File: config.mk
export PLATFORM = sky130hd
export DESIGN_NAME = seg_entry_ctrl
export DESIGN_NICKNAME = d
export VERILOG_FILES = /design/src/rtl/seg_pkg.sv /design/src/rtl/seg_encoder.sv /design/src/rtl/seg_entry_ctrl.sv
export SDC_FILE = /design/constraint.sdc
export NUM_CORES = 1
export LEC_CHECK = 0
export ABC_AREA = 0
export CAP_MARGIN = 20
export CORE_ASPECT_RATIO = 1.4
export CORE_MARGIN = 5
export CORE_UTILIZATION = 40
export CTS_CLUSTER_SIZE = 14
export DETAILED_ROUTE_END_ITERATION = 8
export PLACE_DENSITY = 0.66
export SYNTH_ARGS = -nofsm -noshare
export SYNTH_HDL_FRONTEND = slang
export SYNTH_SLANG_ARGS = --single-unit
File: constraint.sdc
create_clock -name clk -period 2.3 [get_ports clk]
set_input_delay 0.46 -clock clk [delete_from_list [all_inputs] [get_ports clk]]
set_output_delay 0.46 -clock clk [all_outputs]
set_load 0.005 [all_outputs]
File: src/rtl/seg_pkg.sv
// Shared definitions for the two-digit keypad entry block:
// segment pattern constants, key codes and the entry FSM state type.
package seg_pkg;

  localparam logic [7:0] SEG_0     = 8'h7E;
  localparam logic [7:0] SEG_1     = 8'h30;
  localparam logic [7:0] SEG_2     = 8'h6D;
  localparam logic [7:0] SEG_3     = 8'h79;
  localparam logic [7:0] SEG_4     = 8'h33;
  localparam logic [7:0] SEG_5     = 8'h5B;
  localparam logic [7:0] SEG_6     = 8'h5F;
  localparam logic [7:0] SEG_7     = 8'h72;
  localparam logic [7:0] SEG_8     = 8'h7F;
  localparam logic [7:0] SEG_9     = 8'h7B;
  localparam logic [7:0] SEG_BLANK = 8'h00;

  localparam logic [3:0] KEY_CLEAR = 4'd10;
  localparam logic [3:0] KEY_ENTER = 4'd11;
  localparam logic [3:0] KEY_BSP   = 4'd12;

  typedef enum logic [1:0] {
    EMPTY,
    ONE,
    TWO,
    DONE
  } state_t;

endpackage

File: src/rtl/seg_encoder.sv
// Digit to 7-segment pattern {1'b0, abcdefg}; non-digits give blank.
// Ports: digit (4b in), pattern (8b out).
module seg_encoder
  import seg_pkg::*;
(
  input  logic [3:0] digit,
  output logic [7:0] pattern
);

  always_comb begin
    pattern = SEG_BLANK;
    case (digit)
      4'd0: pattern = SEG_0;
      4'd1: pattern = SEG_1;
      4'd2: pattern = SEG_2;
      4'd3: pattern = SEG_3;
      4'd4: pattern = SEG_4;
      4'd5: pattern = SEG_5;
      4'd6: pattern = SEG_6;
      4'd7: pattern = SEG_7;
      4'd8: pattern = SEG_8;
      4'd9: pattern = SEG_9;
      default: pattern = SEG_BLANK;
    endcase
  end

endmodule

File: src/rtl/seg_entry_ctrl.sv
// Two-digit keypad entry sequencer with a time-multiplexed display.
// Ports: clk, reset, key_valid, key_code, value_ack in;
//   seg_0, seg_1, digit_cnt, entry_done, key_err, seg_out, digit_en out.
module seg_entry_ctrl
  import seg_pkg::*;
#(
  parameter int SCAN_DIV = 50000
) (
  input  logic       clk,
  input  logic       reset,
  input  logic       key_valid,
  input  logic [3:0] key_code,
  input  logic       value_ack,
  output logic [7:0] seg_0,
  output logic [7:0] seg_1,
  output logic [1:0] digit_cnt,
  output logic       entry_done,
  output logic       key_err,
  output logic [7:0] seg_out,
  output logic [1:0] digit_en
);

  localparam int CW =
    (SCAN_DIV > 2) ? $clog2(SCAN_DIV) : 1;
  localparam logic [CW-1:0] LAST = CW'(SCAN_DIV - 1);

  state_t        state, state_n;
  logic [7:0]    seg_0_n, seg_1_n;
  logic [1:0]    cnt_n;
  logic          err_n;
  logic          key_q;
  logic          key_ev;
  logic [7:0]    enc;
  logic [CW-1:0] scan_cnt;
  logic          wrap;
  logic          tens_n;

  seg_encoder u_enc (
    .digit   (key_code),
    .pattern (enc)
  );

  assign key_ev     = key_valid & ~key_q;
  assign entry_done = (state == DONE);

  always_ff @(posedge clk) begin
    if (reset) begin
      state     <= EMPTY;
      seg_0     <= SEG_BLANK;
      seg_1     <= SEG_BLANK;
      digit_cnt <= 2'd0;
      key_err   <= 1'b0;
      key_q     <= 1'b0;
    end else begin
      state     <= state_n;
      seg_0     <= seg_0_n;
      seg_1     <= seg_1_n;
      digit_cnt <= cnt_n;
      key_err   <= err_n;
      key_q     <= key_valid;
    end
  end

  always_comb begin
    state_n = state;
    seg_0_n = seg_0;
    seg_1_n = seg_1;
    cnt_n   = digit_cnt;
    err_n   = 1'b0;
    if (state == DONE) begin
      // ack beats any key arriving in the same cycle
      if (value_ack ||
          (key_ev && key_code == KEY_CLEAR)) begin
        state_n = EMPTY;
        seg_0_n = SEG_BLANK;
        seg_1_n = SEG_BLANK;
        cnt_n   = 2'd0;
      end
    end else if (key_ev) begin
      if (key_code == KEY_CLEAR) begin
        state_n = EMPTY;
        seg_0_n = SEG_BLANK;
        seg_1_n = SEG_BLANK;
        cnt_n   = 2'd0;
      end else if (key_code <= 4'd9) begin
        case (state)
          EMPTY: begin
            seg_1_n = enc;
            state_n = ONE;
            cnt_n   = 2'd1;
          end
          ONE: begin
            seg_0_n = seg_1;
            seg_1_n = enc;
            state_n = TWO;
            cnt_n   = 2'd2;
          end
          default: err_n = 1'b1;
        endcase
      end else if (key_code == KEY_BSP) begin
        case (state)
          TWO: begin
            seg_1_n = seg_0;
            seg_0_n = SEG_BLANK;
            state_n = ONE;
            cnt_n   = 2'd1;
          end
          ONE: begin
            seg_1_n = SEG_BLANK;
            state_n = EMPTY;
            cnt_n   = 2'd0;
          end
          default: err_n = 1'b1;
        endcase
      end else if (key_code == KEY_ENTER) begin
        if (state == EMPTY) err_n = 1'b1;
        else state_n = DONE;
      end
    end
  end

  // seg_out follows the next-cycle pattern so it
  // never lags seg_0/seg_1 or digit_en
  assign wrap   = (scan_cnt == LAST);
  assign tens_n = wrap ? ~digit_en[1] : digit_en[1];

  always_ff @(posedge clk) begin
    if (reset) begin
      scan_cnt <= '0;
      digit_en <= 2'b10;
      seg_out  <= SEG_BLANK;
    end else begin
      scan_cnt <= wrap ? '0 : scan_cnt + 1'b1;
      digit_en <= tens_n ? 2'b10 : 2'b01;
      seg_out  <= tens_n ? seg_0_n : seg_1_n;
    end
  end

endmodule

* Word-level counts from Yosys, hierarchy flattened
Memory sizes are Yosys's and may differ from the RTL's.
Index checks and enable logic that the tools add are counted.
** Cells by class
- Reduce and logical (&&, ||, !) cells :: 13
- Add/subtract/negate cells :: 1
- Multiplexer cells :: 40
- Equal/unequal tests :: 11
- $lt $le $gt $ge :: 1
- Bitwise operators :: 4
** Operators by type and width (number)
- $mux 8 :: 16
- $mux 2 :: 14
- $add 16x1->16 const B :: 1
- $eq 16x16->1 const B :: 1
- $pmux 8 s2 :: 1
- $eq 4x4->1 const B :: 3
- $reduce_bool 5->1 :: 2
- $pmux 2 s2 :: 2
- $mux 1 :: 7
- $ne 6x4->1 const B :: 1
- $reduce_and 6->1 :: 1
- $reduce_or 2->1 :: 3
- $ne 5x3->1 const B :: 1
- $ne 5x5->1 const B :: 1
- $reduce_and 5->1 :: 1
- $eq 2x2->1 const B :: 2
- $le 4x4->1 const B :: 1
- $reduce_bool 4->1 :: 1
- $reduce_or 4->1 :: 1
- $not 1->1 :: 3
- $eq 2x1->1 const B :: 1
- $logic_not 2->1 :: 1
- $ne 2x1->1 const B :: 1
- $reduce_bool 2->1 :: 1
- 3 further kinds :: 3
** Word-level totals
- Bits in read-only memories :: 112
- Memories kept :: 1
- Flip-flop bits (word level) :: 48
- Output and inout port bits :: 30
- Bits of input ports :: 8
** Memory list
- (name not given) :: words 16, width 7, read ports 1, clocked after Yosys merged registers in 0, write ports 0, RTL line seg_encoder.sv:12 : case (digit)

* Logic depth before layout (Yosys ltp)
Gate-level depths: netlist of run 1.
- Word-level depth :: 8
- Gate-level depth with buffers :: 8
- Gate-level depth less buffers :: 7

* Hierarchy
A second synthesis of run 1 with hierarchy kept.
** Unflattened totals
- Cells, all modules :: 285
- Area total of the unflattened synthesis :: 2549.9 um2
** Modules (own cells, without submodules)
- seg_entry_ctrl :: cells an instance 256, instances 1, area an instance 2328.5 um2
- seg_encoder :: cells an instance 29, instances 1, area an instance 221.5 um2

* Least setup slack after synthesis of run 1
Ideal clock, no wire load.
- Path type :: input-to-reg
- Start point :: input port key_code[0]
- End point :: register seg_out[0]
- Setup time :: 75 ps
- Cell stages on the path :: 8
- Arrival time :: 2049 ps
- Path buffers :: 1
- Path slack :: 176 ps
- Cell sequence :: inv_1 > ha_1 > and3b_4 > or3_4 > buf_6 > o32ai_4 > a22oi_1 > o22ai_1
** On the way
- Cells in the longest elaborated chain, start to end :: 7
** RTL lines
- start: declaration :: RTL line seg_entry_ctrl.sv:12 : input logic [3:0] key_code,
- $mem_v2 16x7 or $eq 4x4->1 (tied branches)
- $mux 8, on equally long branches :: RTL line seg_entry_ctrl.sv:86, seg_entry_ctrl.sv:100
- $mux 8 :: RTL line seg_entry_ctrl.sv:85 : end else if (key_code <= 4'd9) begin
- $mux 8 :: RTL line seg_entry_ctrl.sv:80 : if (key_code == KEY_CLEAR) begin
- $mux 8 :: RTL line seg_entry_ctrl.sv:79 : end else if (key_ev) begin
- $mux 8 :: RTL line seg_entry_ctrl.sv:70 : if (state == DONE) begin
- $mux 8 (*) :: RTL line seg_entry_ctrl.sv:135 : seg_out <= tens_n ? seg_0_n : seg_1_n;
- end signal: assignment :: RTL line seg_entry_ctrl.sv:135
- end: declaration :: RTL line seg_entry_ctrl.sv:19 : output logic [7:0] seg_out,
Every way passes the cells marked *; elsewhere a longest branch is shown, timed or not.
A chain may end at the register's enable or synchronous reset.

* Worst setup path in the final report of run 1
Same ends and word-level chain as after synthesis.

==> results of run 1 <==
[through the flow]
stage                     std cells  utilization (%)  setup WS, ns
after floorplan                 293                -         0.176
after global placement          431             52.3        -0.389
after detailed placement        431             52.3        -0.418
after CTS                       442             54.8        0.0312
after global routing            442             55.1        0.0130
final                           442             55.1        0.0985
[layout make-up]
class	instances	area share (%)
Inverter	14	1.53
Timing Repair Buffer	81	21.4
Clock inverter	3	0.654
Multi-Input combinational cell	219	43.9
Sequential cell	48	27.9
Tap cell	72	2.62
Clock buffer	5	2.00
[worst register-to-register path: cells and delay by family (launching register included)]
kind	cells	cell delay (ns)
AOI/OAI and AO/OA	2	0.26
adders and majority gates	1	0.33
buffers and inverters	3	0.41
DFF	1	0.35
and+or+nand+nor	2	0.67
[what timing repair did]
item / CTS / global route
gates cloned: 1 / 0
resized for setup: 11 / 4
setup endpoints to repair: 16 / 11
pin swaps: 4 / 0
setup buffers: 2 / 0
[path summary, 6_finish.rpt]
kind                               endpoint  cells after the start        start
worst max-delay path             seg_out[0]                     11  key_code[0]
worst max register to register   seg_out[0]                      8     state[0]
worst min-delay path            scan_cnt[0]                      1  scan_cnt[0]
worst min register to register  scan_cnt[0]                      1  scan_cnt[0]
[where the power goes]
part,switching (W),internal (W)
combinational,0.000211,0.000208
clock,0.000302,0.000218
sequential,0.0000286,0.000859
total,0.000542,0.00129
[metal layers]
metal,GRT usage (%),part of all wire (%),vias up,routed length (µm)
li1,-,-,1236,-
met4,7.99,3.0,0,217
met3,3.01,3.5,16,254
met1,20.3,42,1187,3010
met2,31.5,51,58,3680
met5,0,0,-,0
[cells in the mapped netlist (3+ instances only)]
| cell type | instances |
|---|---|
| and4_1 | 3 |
| o21ai_0 | 7 |
| nand4_1 | 6 |
| nand2_1 | 6 |
| ha_1 | 11 |
| xnor2_1 | 4 |
| nand2b_1 | 6 |
| nor4_1 | 4 |
| o22ai_1 | 5 |
| inv_1 | 14 |
| xor2_1 | 11 |
| and3_1 | 5 |
| a22oi_1 | 9 |
| a21oi_1 | 20 |
| nor2_1 | 40 |
| nand3_1 | 15 |
| nor2b_1 | 3 |
| o32ai_1 | 6 |
| a21o_1 | 5 |
| nor3_1 | 6 |
| buf_6 | 3 |
| or2_2 | 3 |
| a211oi_1 | 9 |
| dfxtp_1 | 48 |
| clkbuf_1 | 6 |
[sequential cells by signal (all words and copies together), names as in the netlist]
name,count
state,2
key_q,1
scan_cnt,16
seg_out,8
key_err,1
seg_0,8
digit_en,2
digit_cnt,2
seg_1,8
[logic make-up (layout without fill, tap and decap cells)]
| logic type | after synthesis | after routing | synth area share (%) |
|---|---|---|---|
| AND/OR/NAND/NOR | 112 | 112 | 23.8 |
| AO/OA/AOI/OAI | 80 | 80 | 22.8 |
| flip-flops | 48 | 48 | 37.4 |
| buffers and inverters | 26 | 103 | 5.02 |
| XOR/XNOR | 15 | 15 | 5.11 |
| adder cells (fa/ha/maj) | 11 | 11 | 5.36 |
| multiplexers | 1 | 1 | 0.438 |
[cells in the final DEF, fill, tap and decap left out, types with 2 or more instances in the layout]
cell | netlist | layout
or2_2 | 3 | 3
o22ai_1 | 5 | 5
a32oi_1 | 2 | 2
nand3_1 | 15 | 15
a22oi_1 | 9 | 9
dfxtp_1 | 48 | 48
a21o_1 | 5 | 5
a221oi_1 | 2 | 2
a211oi_1 | 9 | 8
nand2_1 | 6 | 6
xor2_1 | 11 | 11
a21oi_2 | 0 | 2
nor2_1 | 40 | 39
and4_1 | 3 | 3
o221a_2 | 2 | 2
nor4_1 | 4 | 4
nor3b_1 | 2 | 2
o32ai_1 | 6 | 6
clkdlybuf4s50_1 | 0 | 34
ha_1 | 11 | 11
nand4_1 | 6 | 6
inv_1 | 14 | 13
a21oi_1 | 20 | 18
nor3_1 | 6 | 6
clkbuf_8 | 0 | 5
dlygate4sd2_1 | 0 | 2
buf_4 | 0 | 42
nand2b_1 | 6 | 6
and3_1 | 5 | 5
xnor2_1 | 4 | 4
nor2b_1 | 3 | 3
and2_2 | 2 | 2
o21ai_0 | 7 | 6
a311oi_1 | 2 | 2
==> impl_results.md, run 1 <==
- Startpoint types: primary input
- CTS Hold Buffers Added: 0
- Initial Util: 41.1%
- Status: complete, no violations
- Num CTS Buffers: 5
- CP Class: in -> reg
- Area of the multi-input gates: 1510 µm²
- Highest-delay cell along the critical path: or3_4
- Row count: 34
- Clk root buf: clkbuf_8
- Routed via count: 2497
- Yosys warnings: 0
- H-tree depth: 2
- Worst R2R Setup Slack: 0.21 ns
- Yosys cell types: 54
- CTS tree: yes
- Top cell by count, worst path: buf_4
- Final Hold Fails: 0
- Core ar.: 6250 µm²
- Max-Cap Viols: 0
- Crit path time final: 2.20 ns
- Highest cell delay on the worst timing path: 0.41 ns
- Power Density: 531 nW/µm²
- CTS clk-pin slew, worst paths: 0.09 ns
- Ports: 38
- Sinks on the clock net: 48
- RSZ-0062 raised after global routing: false
- DRT Wirelength: 7160 µm
- Hold Slack: 0.504 ns
- Worst skew pair latency: 0.30 ns
- GPL Wtd Cong: 0.863
- Final TNS setup: 0 ns
- Pin count of the biggest net entering global routing: 18
- Post-DR wirelength/cell: 16.2 µm
- First drt pass iteration count: 4
- Post-synth top area cell: dfxtp_1
- Vias per cell: 5.65
- Vias in the first global route: 2507
- Max-slew violations: 0
- Main synth FF type: dfxtp_1
- DRC Markers: 0
- GR Overflow Total: 0
- Final Setup Violations: 0
- Ant diodes: 0
- DP HPWL: 5500 µm
- Detail Route Antenna Nets: 0
- Sequential fraction of the synthesis area: 37.4%
- Hold WC Path Type: reg -> reg
- Avg Synthesized Cell Area: 8.77 µm²
- CTS max path bufs: 2
- Area of the mapped netlist: 2570 µm²
- Layout area overhead: 34.0%
- Slew HR: 59.7%
- Total Routing Usage GR: 17.7%
- Final Net Count: 388
- Synth area leaders: dfxtp_1 37%, nor2_1 5.8%, ha_1 5.4%
- Post-synth EDFFs: 0
- Actual slew at the worst max-slew pin: 0.599 ns
- Die Width: 77.7 µm
- Mapped Cells: 293
- CP top delay family: simple AND/OR/NAND/NOR gates
- Die ar.: 8150 µm²
- First-pass GRT wire length: 12000 µm
- Initial antenna violation count: 0
- Final instance area: 3440 µm²
- Register area: 961 µm²
- Static Leak: 1.37 nW
- Highest clock rate: 454 MHz
- Final Cycle Share: 95.7%
- CP max FO: 5
- CP cell instances: dlygate4sd2_1 -> inv_2 -> ha_1 -> and3b_4 -> or3_4 -> buf_4 -> nor3b_4 -> buf_4 -> buf_12 -> a22oi_1 -> o22ai_1
- Syn Nets: 312
- Starting DRT DRC Count: 98
- IO buf count: 37
- Clock skew: 0.00601 ns
- WP data required: 2.53 ns
- Total power: 0.00183 W
- Synth top area share: 37.4%
- Worst path bufs/invs: 5
- Nature of the critical path endpoint: flop
- VDD IR-drop max: 540 µV
- Yosys reg bits: 48
- Layout cell share with drive strength beyond 1: 20.8%
- Post-synth ARST share: 0%
- Placed instance area: 3270 µm²
- Die height: 105 µm
- Fillers: 568
- CP Data Arrival Time: 2.43 ns
Note: power is estimated with default switching activity, not from simulation.
==> run 2: changes to the inputs <==
==> constraint.sdc (replaced) <==
create_clock -name clk -period 2.78 [get_ports clk]
set_input_delay 0.556 -clock clk [delete_from_list [all_inputs] [get_ports clk]]
set_output_delay 0.556 -clock clk [all_outputs]
set_load 0.005 [all_outputs]
==> run 2 against run 1 <==
Critical path depth is 3 lower. Largest cell class unchanged. Hold slack worse by 0.014 ns. Clock power is 2% higher. Global-route usage is 1.2 points lower. First-iteration DRC count is 34% higher.
==> impl_results.md, run 2 (synthesis results as in run 1) <==
- CP Class: in -> reg (unchanged)
- Layout area overhead: 26.5% (was 34.0%)
- RSZ-0062 raised after global routing: false (unchanged)
- Row count: 34 (unchanged)
- Fillers: 587 (was 568)
- VDD IR-drop max: 365 µV (was 540 µV)
- H-tree depth: 2 (unchanged)
- Starting DRT DRC Count: 131 (was 98)
- Die height: 105 µm (unchanged)
- Ports: 38 (unchanged)
- Final Cycle Share: 92.1%
- Initial Util: 41.1% (unchanged)
- Die ar.: 8150 µm² (unchanged)
- IO buf count: 37 (unchanged)
- Commonest non-fill, non-tap cell in the layout: dfxtp_1 (unchanged)
- GPL Wtd Cong: 0.896 (was 0.863)
- Commonest non-fill, non-tap cells in the layout: 48 x dfxtp_1, 40 x nor2_1, 37 x clkdlybuf4s50_1, 20 x a21oi_1, 18 x buf_4 (was 48 x dfxtp_1, 42 x buf_4, 39 x nor2_1, 34 x clkdlybuf4s50_1, 18 x a21oi_1)
- Worst skew pair latency: 0.30 ns (about the same)
- Actual slew at the worst max-slew pin: 0.599 ns (about the same)
- Num CTS Buffers: 5 (unchanged)
- Biggest register: scan_cnt (unchanged)
- Final TNS setup: 0 ns (unchanged)
- Sequential share of power: 46.5% (was 48.6%)
- Worst path bufs/invs: 2 (was 5)
- WP data required: 3.01 ns (was 2.53 ns)
- Crit path time final: 2.56 ns
- Final Setup Violations: 0 (unchanged)
- GR Overflow Total: 0 (unchanged)
- Max reg flops: 16 (unchanged)
- Core ar.: 6250 µm² (unchanged)
- Final Net Count: 364 (was 388)
- Pin count of the biggest net entering global routing: 21 (was 18)
- Ant diodes: 0 (unchanged)
- Setup bufs post-CTS: 0 (was 2)
- Initial antenna violation count: 0 (unchanged)
- Post-CTS Resized: 0 (was 11)
- Routed via count: 2329 (was 2497)
- Net Sw Frac: 26.8% (was 29.7%)
- Highest-delay cell along the critical path: clkdlybuf4s50_1 (was or3_4)
- Highest cell delay on the worst timing path: 0.53 ns (was 0.41 ns)
- P_sw: 0.000422 W (was 0.000542 W)
- CP cell instances: clkdlybuf4s50_1 -> inv_1 -> ha_1 -> and3b_4 -> or3_4 -> o32ai_4 -> a22oi_1 -> o22ai_1 (was dlygate4sd2_1 -> inv_2 -> ha_1 -> and3b_4 -> or3_4 -> buf_4 -> nor3b_4 -> buf_4 -> buf_12 -> a22oi_1 -> o22ai_1)
- Clk pwr share: 33.6% (was 28.5%)
- Clock skew: 0.00672 ns (was 0.00601 ns)
- First-pass GRT wire length: 11100 µm (was 12000 µm)
- Post-DR wirelength/cell: 16.0 µm (was 16.2 µm)
- Combinational group share of total power: 19.9% (was 22.9%)
- DRT Wirelength: 6690 µm (was 7160 µm)
- DP HPWL: 5190 µm (was 5500 µm)
- CP max FO: 8 (was 5)
- Clk root buf: clkbuf_8 (unchanged)
- Sinks on the clock net: 48 (unchanged)
- CTS tree: yes (unchanged)
- DRC Markers: 0 (unchanged)
- CTS max path bufs: 2 (unchanged)
- Static Leak: 1.24 nW (was 1.37 nW)
- Final Hold Fails: 0 (unchanged)
- First drt pass iteration count: 5 (was 4)
- Max-Cap Viols: 0 (unchanged)
- Detail Route Antenna Nets: 0 (unchanged)
- Vias in the first global route: 2319 (was 2507)
- Hold WC Path Type: reg -> reg (unchanged)
- CTS clk-pin slew, worst paths: 0.09 ns (about the same)
- Startpoint types: primary input (unchanged)
- CP Data Arrival Time: 2.79 ns (was 2.43 ns)
- CTS Hold Buffers Added: 0 (unchanged)
- Pint: 0.00116 W (was 0.00129 W)
- Die Width: 77.7 µm (unchanged)
- Max-slew violations: 0 (unchanged)
- Nature of the critical path endpoint: flop (unchanged)
- Power Density: 485 nW/µm² (was 531 nW/µm²)
- Total Routing Usage GR: 16.5% (was 17.7%)
- Vias per cell: 5.57 (was 5.65)
- Status: complete, no violations (unchanged)
- Total power: 0.00158 W (was 0.00183 W)
- CP top delay family: compound AO/OA/AOI/OAI gates (was simple AND/OR/NAND/NOR gates)
- Layout cell share with drive strength beyond 1: 13.0% (was 20.8%)
- Slew HR: 59.7% (about the same)
- Highest clock rate: 390 MHz
## run 2: changes by cell type in the layout (fill, tap and decap cells not counted), moves of 2 or more
cell | before | now
a2111oi_0 | 0 | 2
a21oi_1 | 18 | 20
a21oi_2 | 2 | 0
buf_4 | 42 | 18
clkdlybuf4s50_1 | 34 | 37
dlygate4sd2_1 | 2 | 0
## run 2: routing by layer
layer,GRT usage (%),share of wire (%),vias to the layer above
met5,0,0,-
met2,28.0,51,43
met1,20.5,44,1101
met4,6.63,1.8,0
met3,3.01,3.7,8
li1,-,-,1177
## run 2: final timing paths
check             cells past startpoint  slack, ns            to    startpoint
setup reg to reg                      8       0.69    seg_out[1]      state[1]
setup / recovery                      8       0.22    seg_out[0]   key_code[0]
hold / removal                        2       0.49  digit_cnt[1]  digit_cnt[1]
hold reg to reg                       2       0.49  digit_cnt[1]  digit_cnt[1]
## run 2: tightest hold or removal path: cells and delay by family, from the launching register on
| family | cells | cell delay (ns) |
|---|---|---|
| flops | 1 | 0.32 |
| compound gates | 2 | 0.13 |
## run 2: layout make-up
| cell class | instances | area, µm² | share of cell area, % |
|---|---|---|---|
| inverter | 14 | 52.6 | 1.62 |
| tap | 72 | 90.1 | 2.77 |
| timing repair buffer | 57 | 546 | 16.8 |
| sequential | 48 | 961 | 29.6 |
| multi-input combinational | 219 | 1480 | 45.5 |
| clock inverter | 2 | 38.8 | 1.19 |
| clock buffer | 6 | 82.6 | 2.54 |
## run 2: power by group through the flow
stage	sequential (W)	clock [W]	combinational [W]
final	0.000733	0.000530	0.000314
after detailed placement	0.000749	0	0.000311
after CTS	0.000733	0.000541	0.000313
after global routing	0.000737	0.000566	0.000344
after global placement	0.000750	0	0.000310
after floorplan	0.000744	0	0.000187
## run 2: per-stage QoR
stage / utilization [%] / cell area [µm²] / hold slack (ns) / setup slack [ns] / instances
6_report: 52.0 / 3250 / 0.489 / 0.218 / 418
5_1_grt: 52.0 / 3250 / 0.511 / 0.0614 / 418
4_1_cts: 52.0 / 3250 / 0.487 / 0.216 / 418
3_5_place_dp: 50.0 / 3130 / 0.474 / -0.0742 / 410
3_3_place_gp: 50.0 / 3130 / 0.475 / -0.0692 / 410
2_1_floorplan: - / 2570 / 0.453 / 0.560 / 293
==> run 3: changes to the inputs <==
--- a/config.mk
+++ b/config.mk
@@ -10,9 +10,10 @@
 export CORE_ASPECT_RATIO = 1.4
 export CORE_MARGIN = 5
 export CORE_UTILIZATION = 40
-export CTS_CLUSTER_SIZE = 14
+export CTS_CLUSTER_SIZE = 30
 export DETAILED_ROUTE_END_ITERATION = 8
 export PLACE_DENSITY = 0.66
 export SYNTH_ARGS = -nofsm -noshare
 export SYNTH_HDL_FRONTEND = slang
+export SYNTH_HIERARCHICAL = 1
 export SYNTH_SLANG_ARGS = --single-unit
==> run 3 against run 2 <==
Total power is 5.5% lower. Routed wire length shrank 9.7%. Maximum frequency rose by 9.3%. Synthesized cell count decreased by 2.7%. Sequential share of layout area is 1.6 points higher. Combinational power is 13% lower. Area after synthesis is 0.73% lower. Hold slack worse by 0.036 ns. Non-clock buffer count fell by 12. Largest cell class unchanged. Largest power group unchanged.
==> impl_results.md, run 3 <==
- DP HPWL: 4420 µm (was 5190 µm)
- Routed via count: 2133 (was 2329)
- GR Overflow Total: 0 (unchanged)
- Die Width: 77.5 µm (was 77.7 µm)
- VDD IR-drop max: 363 µV (was 365 µV)
- Post-synth EDFFs: 0 (unchanged)
- Max reg flops: 16 (unchanged)
- First-pass GRT wire length: 9970 µm (was 11100 µm)
- Synth area leaders: dfxtp_1 38%, nor2_1 5.6%, ha_1 5.4% (was dfxtp_1 37%, nor2_1 5.8%, ha_1 5.4%)
- Status: complete, no violations (unchanged)
- Post-CTS Resized: 0 (unchanged)
- Max-Cap Viols: 0 (unchanged)
- Setup bufs post-CTS: 0 (unchanged)
- Yosys warnings: 6 (was 0)
- Hold WC Path Type: reg -> reg (unchanged)
- Xor and xnor fraction of the mapped netlist area: 4.81% (was 5.11%)
- Final Setup Violations: 0 (unchanged)
- Starting DRT DRC Count: 128 (was 131)
- Ports: 38 (unchanged)
- Avg Synthesized Cell Area: 8.95 µm² (was 8.77 µm²)
- Synth top area share: 37.7% (was 37.4%)
- Commonest non-fill, non-tap cell in the layout: dfxtp_1 (unchanged)
- Fin worst setup slack: 0.436 ns (was 0.218 ns)
- Detail Route Antenna Nets: 0 (unchanged)
- RSZ-0062 raised after global routing: false (unchanged)
- Die ar.: 8090 µm² (was 8150 µm²)
- DP Worst Slack: 0.113 ns (was -0.0742 ns)
- WP data required: 2.95 ns (was 3.01 ns)
- Pin count of the biggest net entering global routing: 26 (was 21)
- Commonest non-fill, non-tap cells in the layout: 48 x dfxtp_1, 38 x nor2_1, 37 x clkdlybuf4s50_1, 16 x a22oi_1, 14 x inv_1 (was 48 x dfxtp_1, 40 x nor2_1, 37 x clkdlybuf4s50_1, 20 x a21oi_1, 18 x buf_4)
- Compound-gate portion of the synthesized area: 20.8% (was 22.8%)
- Post-synth ARST share: 0% (unchanged)
- CP Class: in -> reg (unchanged)
- Highest clock rate: 427 MHz (was 390 MHz)
- CTS clk-pin slew, worst paths: 0.08 ns (was 0.09 ns)
- First drt pass iteration count: 5 (unchanged)
- CP Data Arrival Time: 2.51 ns (was 2.79 ns)
- Die height: 104 µm (was 105 µm)
- Largest family of logic cells by synthesized area: compound AO/OA/AOI/OAI gates (was simple AND/OR/NAND/NOR gates)
- Total Routing Usage GR: 15.0% (was 16.5%)
- DRT Wirelength: 6040 µm (was 6690 µm)
- Initial antenna violation count: 0 (unchanged)
- Final Net Count: 339 (was 364)
- Final TNS setup: 0 ns (unchanged)
- Sequential fraction of the synthesis area: 37.7% (was 37.4%)
- Layout area overhead: 20.7% (was 26.5%)
- Max-slew violations: 0 (unchanged)
- Post-DR wirelength/cell: 15.4 µm (was 16.0 µm)
- Initial Util: 41.1% (about the same)
- Slew HR: 63.1% (was 59.7%)
- Biggest register: scan_cnt (unchanged)
- Num CTS Buffers: 5 (unchanged)
- Power Density: 484 nW/µm² (was 485 nW/µm²)
- Row count: 34 (unchanged)
- Core ar.: 6210 µm² (was 6250 µm²)
- Synth Area in Adders: 5.40% (was 5.36%)
- Ant diodes: 0 (unchanged)
- Commonest cells post-synth: 48 x dfxtp_1, 38 x nor2_1, 16 x a22oi_1, 14 x inv_1, 13 x o21ai_0 (was 48 x dfxtp_1, 40 x nor2_1, 20 x a21oi_1, 15 x nand3_1, 14 x inv_1)
- Vias per cell: 5.43 (was 5.57)
- Mux contribution to synthesized area: 5.10% (was 0.438%)
- Area of the mapped netlist: 2550 µm² (was 2570 µm²)
- Crit path time final: 2.34 ns (was 2.56 ns)
- Clk root buf: clkbuf_8 (unchanged)
- Main synth FF type: dfxtp_1 (unchanged)
- Mapped Cells: 285 (was 293)
- Count leader, synth: dfxtp_1 (unchanged)
- CP max FO: 9 (was 8)
- Static Leak: 1.13 nW (was 1.24 nW)
- Simple-Gate Fraction of Synth Area: 20.1% (was 23.8%)
- Sinks on the clock net: 48 (unchanged)
- Final Cycle Share: 84.3% (was 92.1%)
- CTS Hold Buffers Added: 0 (unchanged)
- GPL Wtd Cong: 0.869 (was 0.896)
- Yosys reg bits: 48 (unchanged)
- Nature of the critical path endpoint: flop (unchanged)
- Yosys cell types: 53 (was 54)
- Layout cell share with drive strength beyond 1: 8.10% (was 13.0%)
- Vias in the first global route: 2084 (was 2319)
- Startpoint types: primary input (unchanged)
- Worst skew pair latency: 0.30 ns (about the same)
- Actual slew at the worst max-slew pin: 0.553 ns (was 0.599 ns)
- IO buf count: 37 (unchanged)
- Clock skew: 0.00629 ns (was 0.00672 ns)
- CTS max path bufs: 2 (unchanged)
- DRC Markers: 0 (unchanged)
- Final Hold Fails: 0 (unchanged)
- CTS tree: yes (unchanged)
- Syn Nets: 304 (was 312)
- Post-synth top area cell: dfxtp_1 (unchanged)
- H-tree depth: 2 (unchanged)
-- run 3: cell count changes in the layout (fill, tap and decap cells not counted), sizes merged, moves of 7 or more --
cell / before / now
o21ai: 7 / 17
buf: 20 / 8
o2bb2ai: 0 / 8
a211oi: 9 / 0
a22oi: 9 / 16
o32ai: 7 / 0
a21oi: 20 / 7
mux2i: 0 / 10
nand3: 15 / 8
-- run 3: area by class of cell --
| class | count | area [µm²] |
|---|---|---|
| clock inverters | 2 | 35.0 |
| clock buffers | 6 | 72.6 |
| flip-flops and latches | 48 | 961 |
| well taps | 72 | 90.1 |
| inverters | 14 | 52.6 |
| fillers | 604 | 3130 |
| multi-input cells | 206 | 1440 |
| repair buffers | 45 | 430 |
-- run 3: kinds of logic after synthesis --
| group | after synthesis |
|---|---|
| multiplexers | 12 |
| flip-flops | 48 |
| other | 1 |
| AO/OA/AOI/OAI | 73 |
| AND/OR/NAND/NOR | 95 |
| adder cells (fa/ha/maj) | 11 |
| buffers and inverters | 31 |
| XOR/XNOR | 14 |
-- run 3: metrics by stage --
| stage | hold slack, ns | instance area [µm²] | util (%) | total power [W] | std cells |
|---|---|---|---|---|---|
| 2_1_floorplan | 0.418 | 2550 | - | 0.000930 | 285 |
| 3_3_place_gp | 0.431 | 2970 | 47.8 | 0.00101 | 385 |
| 3_5_place_dp | 0.448 | 2970 | 47.8 | 0.00101 | 385 |
| 4_1_cts | 0.459 | 3080 | 49.6 | 0.00151 | 393 |
| 5_1_grt | 0.481 | 3080 | 49.6 | 0.00157 | 393 |
| 6_report | 0.453 | 3080 | 49.6 | 0.00149 | 393 |
-- run 3: worst paths after layout --
path              depth (start not counted)  slack, ns          end        start
setup / recovery                          6       0.44   seg_out[1]  key_code[1]
hold reg to reg                           1       0.45  scan_cnt[0]  scan_cnt[0]
hold / removal                            1       0.45  scan_cnt[0]  scan_cnt[0]
setup reg to reg                          6       0.66     state[1]     state[1]
-- run 3: metal layers --
layer | GRT usage (%) | wire length, µm | vias to the layer above
met5 | 0 | 0 | -
met4 | 5.04 | 79 | 0
met3 | 3.29 | 292 | 6
met2 | 27.3 | 3170 | 44
met1 | 16.8 | 2490 | 998
li1 | - | - | 1085
-- run 3: report_power, final --
group          internal (W)  total, W  switching (W)
Combinational      0.000124  0.000273       0.000149
Sequential         0.000706  0.000723      0.0000170
Clock              0.000267  0.000496       0.000229
-- run 3: worst max-delay path, stage by stage --
cell and delay, ns:
clkdlybuf4s50_1 0.58, and4bb_1 0.48, a2bb2oi_2 0.38, o21ai_1 0.12
a22oi_1 0.28, o22ai_1 0.11
